### src/rtl/intra_pred_pkg.sv
// Shared types and helpers for the NxN intra predictor.
// Mode/state encodings, DC fallback value and block-size legality.
package intra_pred_pkg;

  typedef enum logic [1:0] {
    PRED_V    = 2'd0,
    PRED_H    = 2'd1,
    PRED_DC   = 2'd2,
    PRED_RSVD = 2'd3
  } pred_mode_t;

  typedef enum logic [1:0] {
    S_IDLE  = 2'd0,
    S_ACCUM = 2'd1,
    S_EMIT  = 2'd2
  } state_t;

  function automatic int dc_default(int pixw);
    return 1 << (pixw - 1);
  endfunction

  function automatic bit legal_n(int n);
    return (n == 4) || (n == 8) || (n == 16);
  endfunction

endpackage

### src/rtl/intra_dc_accum.sv
// Sequential DC accumulator: one top/left pair per step, N steps,
// rounding shift applied on the final step.
module intra_dc_accum
  import intra_pred_pkg::*;
#(
  parameter int N    = 8,
  parameter int PIXW = 8
) (
  input  logic            clk,
  input  logic            reset,
  input  logic            clear,
  input  logic            en,
  input  logic            top_avail,
  input  logic            left_avail,
  input  logic [N*PIXW-1:0] top_pixels,
  input  logic [N*PIXW-1:0] left_pixels,
  output logic            dc_valid,
  output logic [PIXW-1:0] dc
);

  localparam int LOG2N = $clog2(N);
  localparam int ACCW  = PIXW + LOG2N + 1;
  localparam logic [PIXW-1:0] DC_DEF = PIXW'(dc_default(PIXW));

  logic [ACCW-1:0]  acc;
  logic [ACCW-1:0]  sum_nx;
  logic [ACCW-1:0]  rnd2;
  logic [ACCW-1:0]  rnd1;
  logic [LOG2N-1:0] step;
  logic [PIXW-1:0]  t_px;
  logic [PIXW-1:0]  l_px;
  logic             unused_bits;

  always_comb begin
    t_px   = top_avail  ? top_pixels[step*PIXW +: PIXW]  : '0;
    l_px   = left_avail ? left_pixels[step*PIXW +: PIXW] : '0;
    sum_nx = acc + ACCW'(t_px) + ACCW'(l_px);
    rnd2   = sum_nx + ACCW'(N);
    rnd1   = sum_nx + ACCW'(N / 2);
    dc_valid = en && (step == LOG2N'(N - 1));
  end

  // Two sources average 2N samples, one source averages N.
  always_comb begin
    dc = DC_DEF;
    if (top_avail && left_avail)
      dc = rnd2[LOG2N+1 +: PIXW];
    else if (top_avail || left_avail)
      dc = rnd1[LOG2N +: PIXW];
  end

  assign unused_bits = ^{rnd2[LOG2N:0], rnd1[LOG2N-1:0], rnd1[ACCW-1]};

  always_ff @(posedge clk or posedge reset) begin
    if (reset) begin
      acc  <= '0;
      step <= '0;
    end else if (clear) begin
      acc  <= '0;
      step <= '0;
    end else if (en) begin
      acc  <= sum_nx;
      step <= step + 1'b1;
    end
  end

endmodule

### src/rtl/intra_pred_moder_nxn.sv
// NxN intra predictor (V/H/DC), streams one predicted row per cycle
// under valid/ready once a request has been captured.
module intra_pred_moder_nxn
  import intra_pred_pkg::*;
#(
  parameter int N    = 8,
  parameter int PIXW = 8
) (
  input  logic                  clk,
  input  logic                  reset,
  input  logic                  in_valid,
  output logic                  in_ready,
  input  logic [1:0]            mode,
  input  logic                  top_avail,
  input  logic                  left_avail,
  input  logic [N*PIXW-1:0]     top_pixels,
  input  logic [N*PIXW-1:0]     left_pixels,
  output logic                  row_valid,
  input  logic                  row_ready,
  output logic [N*PIXW-1:0]     row_data,
  output logic [$clog2(N)-1:0]  row_idx,
  output logic                  row_last,
  output logic                  block_done,
  output logic                  mode_err
);

  localparam int LOG2N = $clog2(N);
  localparam logic [LOG2N-1:0] LAST = LOG2N'(N - 1);
  localparam logic [PIXW-1:0] DC_DEF = PIXW'(dc_default(PIXW));

  if (!legal_n(N)) begin : g_bad_n
    $error("intra_pred_moder_nxn: N must be 4, 8 or 16");
  end

  state_t            state;
  state_t            state_nx;
  pred_mode_t        mode_q;
  logic              ta_q;
  logic              la_q;
  logic [N*PIXW-1:0] top_q;
  logic [N*PIXW-1:0] left_q;
  logic [PIXW-1:0]   dc_q;
  logic [PIXW-1:0]   dc_w;
  logic [PIXW-1:0]   h_px;
  logic              dc_valid;
  logic              capture;
  logic              accept;
  logic              last;

  assign in_ready  = (state == S_IDLE);
  assign row_valid = (state == S_EMIT);
  assign capture   = in_valid && in_ready;
  assign accept    = row_valid && row_ready;
  assign last      = (row_idx == LAST);
  assign row_last  = row_valid && last;

  intra_dc_accum #(.N(N), .PIXW(PIXW)) u_dc (
    .clk        (clk),
    .reset      (reset),
    .clear      (capture),
    .en         (state == S_ACCUM),
    .top_avail  (ta_q),
    .left_avail (la_q),
    .top_pixels (top_q),
    .left_pixels(left_q),
    .dc_valid   (dc_valid),
    .dc         (dc_w)
  );

  always_comb begin
    state_nx = state;
    unique case (state)
      S_IDLE:  if (capture) state_nx = mode[1] ? S_ACCUM : S_EMIT;
      S_ACCUM: if (dc_valid) state_nx = S_EMIT;
      S_EMIT:  if (accept && last) state_nx = S_IDLE;
      default: state_nx = S_IDLE;
    endcase
  end

  always_ff @(posedge clk or posedge reset) begin
    if (reset) begin
      state      <= S_IDLE;
      mode_q     <= PRED_V;
      ta_q       <= 1'b0;
      la_q       <= 1'b0;
      top_q      <= '0;
      left_q     <= '0;
      dc_q       <= '0;
      row_idx    <= '0;
      block_done <= 1'b0;
      mode_err   <= 1'b0;
    end else begin
      state      <= state_nx;
      block_done <= accept && last;
      mode_err   <= capture && (mode == 2'd3);
      if (capture) begin
        mode_q  <= pred_mode_t'(mode);
        ta_q    <= top_avail;
        la_q    <= left_avail;
        top_q   <= top_pixels;
        left_q  <= left_pixels;
        row_idx <= '0;
      end
      if (dc_valid) dc_q <= dc_w;
      if (accept) row_idx <= row_idx + 1'b1;
    end
  end

  // Reserved mode falls through to DC.
  always_comb begin
    h_px     = la_q ? left_q[row_idx*PIXW +: PIXW] : DC_DEF;
    row_data = '0;
    if (row_valid) begin
      unique case (mode_q)
        PRED_V:  row_data = ta_q ? top_q : {N{DC_DEF}};
        PRED_H:  row_data = {N{h_px}};
        default: row_data = {N{dc_q}};
      endcase
    end
  end

endmodule

### config.mk
export PLATFORM = sky130hd
export DESIGN_NAME = intra_pred_moder_nxn
export DESIGN_NICKNAME = d
export VERILOG_FILES = /design/src/rtl/intra_pred_pkg.sv /design/src/rtl/intra_dc_accum.sv /design/src/rtl/intra_pred_moder_nxn.sv
export SDC_FILE = /design/constraint.sdc
export NUM_CORES = 1
export LEC_CHECK = 0
export ABC_AREA = 0
export ABC_CLOCK_PERIOD_IN_PS = 7300
export CAP_MARGIN = 20
export CORE_MARGIN = 2
export CORE_UTILIZATION = 50
export DETAILED_ROUTE_END_ITERATION = 6
export GPL_TIMING_DRIVEN = 1
export PLACE_DENSITY = 0.79
export SLEW_MARGIN = 0
export SYNTH_ARGS = -nofsm -noshare
export SYNTH_HDL_FRONTEND = slang
export SYNTH_HIERARCHICAL = 1
export SYNTH_SLANG_ARGS = --single-unit
### constraint.sdc
create_clock -name clk -period 7.3 [get_ports clk]
set_clock_uncertainty 0.05 [all_clocks]
set_input_delay 1.825 -clock clk [delete_from_list [all_inputs] [get_ports clk]]
set_output_delay 1.825 -clock clk [all_outputs]
set_load 0.02 [all_outputs]
# ---- Yosys cells after proc, flatten, opt, wreduce, memory -nomap -nowiden
# Cells that the tools add are included.
dict set report word_totals {
  out_inout_bits 72
  ff_bits 162
  wordCells 62
}
dict set report op_classes {
  n_mux 19
  eq_ne 9
  n_shift 3
  addsub 6
  reduce_logical 13
}
# cell n
set op_table {}
lappend op_table {{64-bit by 7-bit variable part select with 8-bit output} 3}
lappend op_table {{64-bit two-way mux} 2}
lappend op_table {{64-bit case mux with 2 select lines} 1}
lappend op_table {{8-bit two-way mux} 5}
lappend op_table {{12-bit by 8-bit adder with 12-bit output} 2}
lappend op_table {{12-bit two-way mux} 2}
lappend op_table {{12-bit by 4-bit adder with 12-bit output, second input constant} 1}
lappend op_table {{3-bit two-way mux} 4}
lappend op_table {{11-bit by 3-bit adder with 11-bit output, second input constant} 1}
lappend op_table {{2-bit two-way mux} 4}
lappend op_table {{1-bit logical AND} 7}
lappend op_table {{3-bit by 1-bit adder with 3-bit output, second input constant} 2}
lappend op_table {{3-bit equality test, second input constant} 2}
lappend op_table {{2-bit case mux with 3 select lines} 1}
lappend op_table {{2-bit by 1-bit equality test with 1-bit output, second input constant} 2}
lappend op_table {{2-bit equality test, second input constant} 2}
lappend op_table {{2-bit logical NOT} 2}
lappend op_table {{2-bit by 1-bit != test with 1-bit output, second input constant} 2}
lappend op_table {{2-bit nonzero test} 2}
lappend op_table {{3-bit AND reduction} 1}
lappend op_table {{2-bit != test, second input constant} 1}
lappend op_table {{1-bit logical OR} 1}

# ---- Depth between registers and ports, before layout
dict set report logic_depth {
  word_depth 7
  mapped_depth 18
  mapped_depth_nobuf 16
}

# ---- Hierarchy
# Netlist, hierarchy kept.
# module cells_each area_each_um2 seq_area_each_um2 instances
set by_module_without_submodules {}
lappend by_module_without_submodules {intra_pred_moder_nxn 574 7229.4 3678.5 1}
lappend by_module_without_submodules {intra_dc_accum 261 2782.7 375.4 1}

# ---- Worst setup path after synthesis
# OpenSTA, ideal clock, no wires.
dict set report synth_path {
  path_kind {flip-flop to flip-flop}
  start {reg u_dc.step[0]}
  end {reg dc_q[7]}
  path_slack_ps 2622
  setup_ps 125
  stages_incl_launch_ff 18
  t_required_ps 7125
  arrival_time_ps 4503
  synth_period_minus_slack_ps 4678
  path_buffers 2
  path_cell_list {dfrtp_1 clkbuf_1 buf_2 mux4_2 mux2i_1 nor2b_1 fa_1 ha_1 a21o_1 a21oi_1 xnor2_1 ha_1 nand3_1 nor4b_4 a41oi_1 xnor2_1 o22a_1 mux2_2}
}
dict set report synth_between {
  elab_chain_cells 7
}
# element line
set synth_lines {}
lappend synth_lines {{start: declaration} intra_dc_accum.sv:29} ;# logic [LOG2N-1:0] step;
lappend synth_lines {{start signal: assignment} intra_dc_accum.sv:63} ;# step <= step + 1'b1;
lappend synth_lines {{64-bit by 7-bit variable part select with 8-bit output} intra_dc_accum.sv:35} ;# t_px = top_avail ? top_pixels[step*PIXW +: PIXW] : '0;
lappend synth_lines {{8-bit two-way mux} intra_dc_accum.sv:35}
lappend synth_lines {{12-bit by 8-bit adder with 12-bit output} intra_dc_accum.sv:37} ;# sum_nx = acc + ACCW'(t_px) + ACCW'(l_px);
lappend synth_lines {{12-bit by 8-bit adder with 12-bit output (*)} intra_dc_accum.sv:37}
lappend synth_lines {{11-bit by 3-bit adder with 11-bit output} intra_dc_accum.sv:39} ;# rnd1 = sum_nx + ACCW'(N / 2);
lappend synth_lines {{8-bit two-way mux} intra_dc_accum.sv:48} ;# else if (top_avail || left_avail)
lappend synth_lines {{8-bit two-way mux (*)} intra_dc_accum.sv:46} ;# if (top_avail && left_avail)
lappend synth_lines {{net dc_w[7]} intra_pred_moder_nxn.sv:43} ;# logic [PIXW-1:0] dc_w;
lappend synth_lines {{end signal: assignment} intra_pred_moder_nxn.sv:104} ;# if (dc_valid) dc_q <= dc_w;
lappend synth_lines {{end: declaration} intra_pred_moder_nxn.sv:42} ;# logic [PIXW-1:0] dc_q;
# Mark *: on every way through the listed nets, which the timed path passes. The rest lies on a longest branch.
# A chain may end at the register's enable or synchronous reset.

# ---- Worst setup path after layout
# Same ends and word-level chain as after synthesis.

==> impl_metrics.tcl <==
set metrics [dict create \
    io_buffer_count 207 \
    cts_hold_buf 0 \
    synth_cells 835 \
    synth_xor_area_share_pct 2.087 \
    synth_fa_ha_area_share_pct 3.549 \
    postCtsSetupBuffers 0 \
    globalplace.congestion 0.9301 \
    grt_pass1_vias 7662 \
    antenna_found_initial 0 \
    rsz0062_at_grt "false" \
    syn_area_per_cell_um2 11.99 \
    power_density_nw_per_um2 531.0 \
    synth.distinct_cells 62 \
    cts-resized-gates 0 \
    cp-start-kind "flip-flop" \
    cts_buffers 17 \
    final_core_util_pct 65.42 \
    critPathArrivalTime_ns 5.82 \
    drc 0 \
    clockBufferDepth 2 \
    cp-end-kind "flip-flop" \
    cts_sinks 162 \
    grt_max_degree 151 \
    switching_share_pct 44.09 \
    layout.nets 1148 \
    synthTopCellsByArea "dfrtp_1 (40%), mux2_2 (18%), mux4_2 (7.2%), mux2i_1 (4.4%), o31ai_1 (4.2%)" \
    status "completed" \
    ys_seq_area_share_pct 40.49 \
    hp-class "flip-flop to flip-flop" \
    p_leak_nw 5.011 \
    syn-cell-area_um2 10010 \
    cts_tree "yes" \
    routed_via_density 6.173 \
    drtPass1Iterations 6 \
    hpwl_mm 19.93 \
    period_share_pct 75.97 \
    peakVddDrop_v 0.0003014 \
    coreArea_um2 19530 \
    grt_use_total_pct 26.22 \
    synth_commonest_cells "dfrtp_1 (162), mux2_2 (156), a31oi_1 (58), o31ai_1 (56), mux2i_1 (44)" \
    clock_latency_ns 0.44 \
    clk_pin_slew_ns 0.07 \
    pwr-share-comb_pct 59.3 \
    synth_edf_count 0 \
    synth_ff_type "dfrtp_1" \
    fmaxAchievable_mhz 180.3 \
    htree_levels 4 \
    timing.final.max_slew_violations 0 \
    ys_ff_latch 162 \
    routedWlPerCell_um 21.85 \
    async_flop_share_pct 100.0 \
    path_class "flip-flop to flip-flop" \
    synth-simple-area-share_pct 6.761 \
    fillers 1521 \
    grt_pass1_wl_mm 43.50 \
    p_int_mw 3.793 \
    yosysMostFrequentCell "dfrtp_1" \
    routed_wl_mm 27.69 \
    drtAntennaViolNets 0 \
    drt_iter0_drc 736 \
    maxSlewHeadroom_pct 17.55 \
    yosys.area.top_type "dfrtp_1" \
    synth_mux_area_share_pct 29.29 \
    overflow 0 \
    hold_viol 0 \
    switchingPower_mw 2.991 \
    die-height_um 145.5 \
    crit_fanout 22 \
    p_clk_share_pct 13.9 \
    synth_top_family_by_area "multiplexers" \
    holdWs_ns 0.4811 \
    synth_compound_area_share_pct 13.76 \
    floorplan.initialDensity_pct 51.28 \
    seqPwrFrac_pct 26.8 \
    diodes 0 \
    setup_violations 0 \
    finalSetupTns_ns 0 \
    max_cap_viol_count 0 \
    synth.net_count 994 \
    die_area_um2 21170 \
    ys_warn_count 6 \
    cp_data_required_time_ns 7.57 \
    placementRows 51 \
    ioPinCount 208 \
    die-width_um 145.5 \
    synth_top_area_share_pct 40.49 \
    worst_pin_slew_ns 1.237 \
    cts_root_buf "clkbuf_16" \
    num_vias 7821 \
    drive_above_1_share_pct 25.15 \
    syn2layout_area_growth_pct 27.59 \
    fin_crit_ns 5.546 \
]
power groups by stage:
stage | registers [mW] | clock network, mW | logic (mW)
after global placement | 1.80 | 0 | 3.89
final | 1.82 | 0.941 | 4.02
after global routing | 1.87 | 0.991 | 4.35
after CTS | 1.81 | 0.957 | 3.98
after floorplan | 1.58 | 0 | 3.21
after detailed placement | 1.82 | 0 | 3.96
stage by stage:
stage / cells / instance area (um^2) / setup slack (ns) / total power, mW
after floorplan: 835 / 10010 / 1.474 / 4.792
after global routing: 1267 / 12770 / 1.269 / 7.212
after CTS: 1266 / 12760 / 1.576 / 6.748
after global placement: 1234 / 12150 / 1.987 / 5.693
after detailed placement: 1234 / 12150 / 1.793 / 5.775
final: 1267 / 12770 / 1.754 / 6.784
area by class of cell:
class	instances	area, um^2	share of cell area, %
Multi-Input combinational cell	582	5572	43.61
Sequential cell	162	4055	31.74
Timing Repair Buffer	216	2156	16.88
Clock buffer	19	452.9	3.546
Tap cell	265	331.6	2.595
Clock inverter	13	165.2	1.293
Inverter	10	42.54	0.3330
layer usage:
layer  global-route usage [%]  part of all wire, %  vias up
li1                         -                    -     3500
met1                    35.11                   41     3941
met2                    42.25                   48      339
met3                    6.082                  7.2       41
met4                    9.069                  2.9        0
met5                        0                    0        -
cells by family (layout without fill, tap and decap cells):
kind of cell / count (synthesis) / after routing
AO/OA/AOI/OAI: 189 / 189
XOR/XNOR: 23 / 23
adder cells (fa/ha/maj): 23 / 23
buffers and inverters: 91 / 258
flip-flops: 162 / 162
multiplexers: 233 / 233
AND/OR/NAND/NOR: 114 / 114
critical path, cell delays in order (launching register included):
cell and delay (ns):
dfrtp_2 0.89, buf_4 0.40, mux4_2 0.55, mux2_2 0.29, nand2_1 0.12, fa_1 0.44, inv_1 0.08, ha_1 0.22
a21o_1 0.14, a21oi_1 0.07, xnor2_1 0.53, ha_1 0.34, nand3_1 0.16, nor4b_4 0.35, a41oi_1 0.18, xnor2_1 0.16
o22a_1 0.19, mux2_2 0.26
final timing paths:
| kind | startpoint | to | slack (ns) | depth (start not counted) |
|---|---|---|---|---|
| worst max-delay path | u_dc/step[0] | dc_q[7] | 1.75 | 17 |
| worst min-delay path | left_q[39] | left_q[39] | 0.48 | 1 |
| worst max register to register | u_dc/step[0] | dc_q[7] | 1.75 | 17 |
| worst min register to register | left_q[39] | left_q[39] | 0.48 | 1 |
| max in group asynchronous | reset | top_q[18] | 4.07 | 3 |
| min in group asynchronous | reset | u_dc/acc[6] | 1.85 | 2 |
flip-flops by register name (all words and copies together), names as in the netlist:
name        flops
block_done      1
row_idx         3
state           2
ta_q            1
top_q          64
mode_q          2
left_q         64
dc_q            8
la_q            1
u_dc/acc       12
mode_err        1
u_dc/step       3
cell usage in the layout, fill, tap and decap left out, types with 4 or more instances in the layout:
master	Yosys	routed
clkbuf_16	0	17
o21a_1	4	4
xor2_1	9	9
a21oi_1	16	16
nand2_1	17	17
and3_1	4	4
o22ai_2	6	6
nand2b_1	11	11
dfrtp_1	162	161
o211ai_1	9	9
fa_1	9	9
o21ai_0	8	8
nand3_1	6	6
and2_1	4	4
nor2b_1	19	19
mux2_2	156	156
ha_1	14	14
buf_4	1	7
clkdlybuf4s50_1	0	207
inv_1	10	9
mux2i_1	44	44
a31oi_1	58	58
inv_6	0	6
and4b_1	7	7
xnor2_1	13	13
a22o_1	9	9
nor2_1	27	27
o31ai_1	56	56
a21o_1	4	4
mux4_2	32	32
Note: power is estimated with default switching activity, not from simulation.
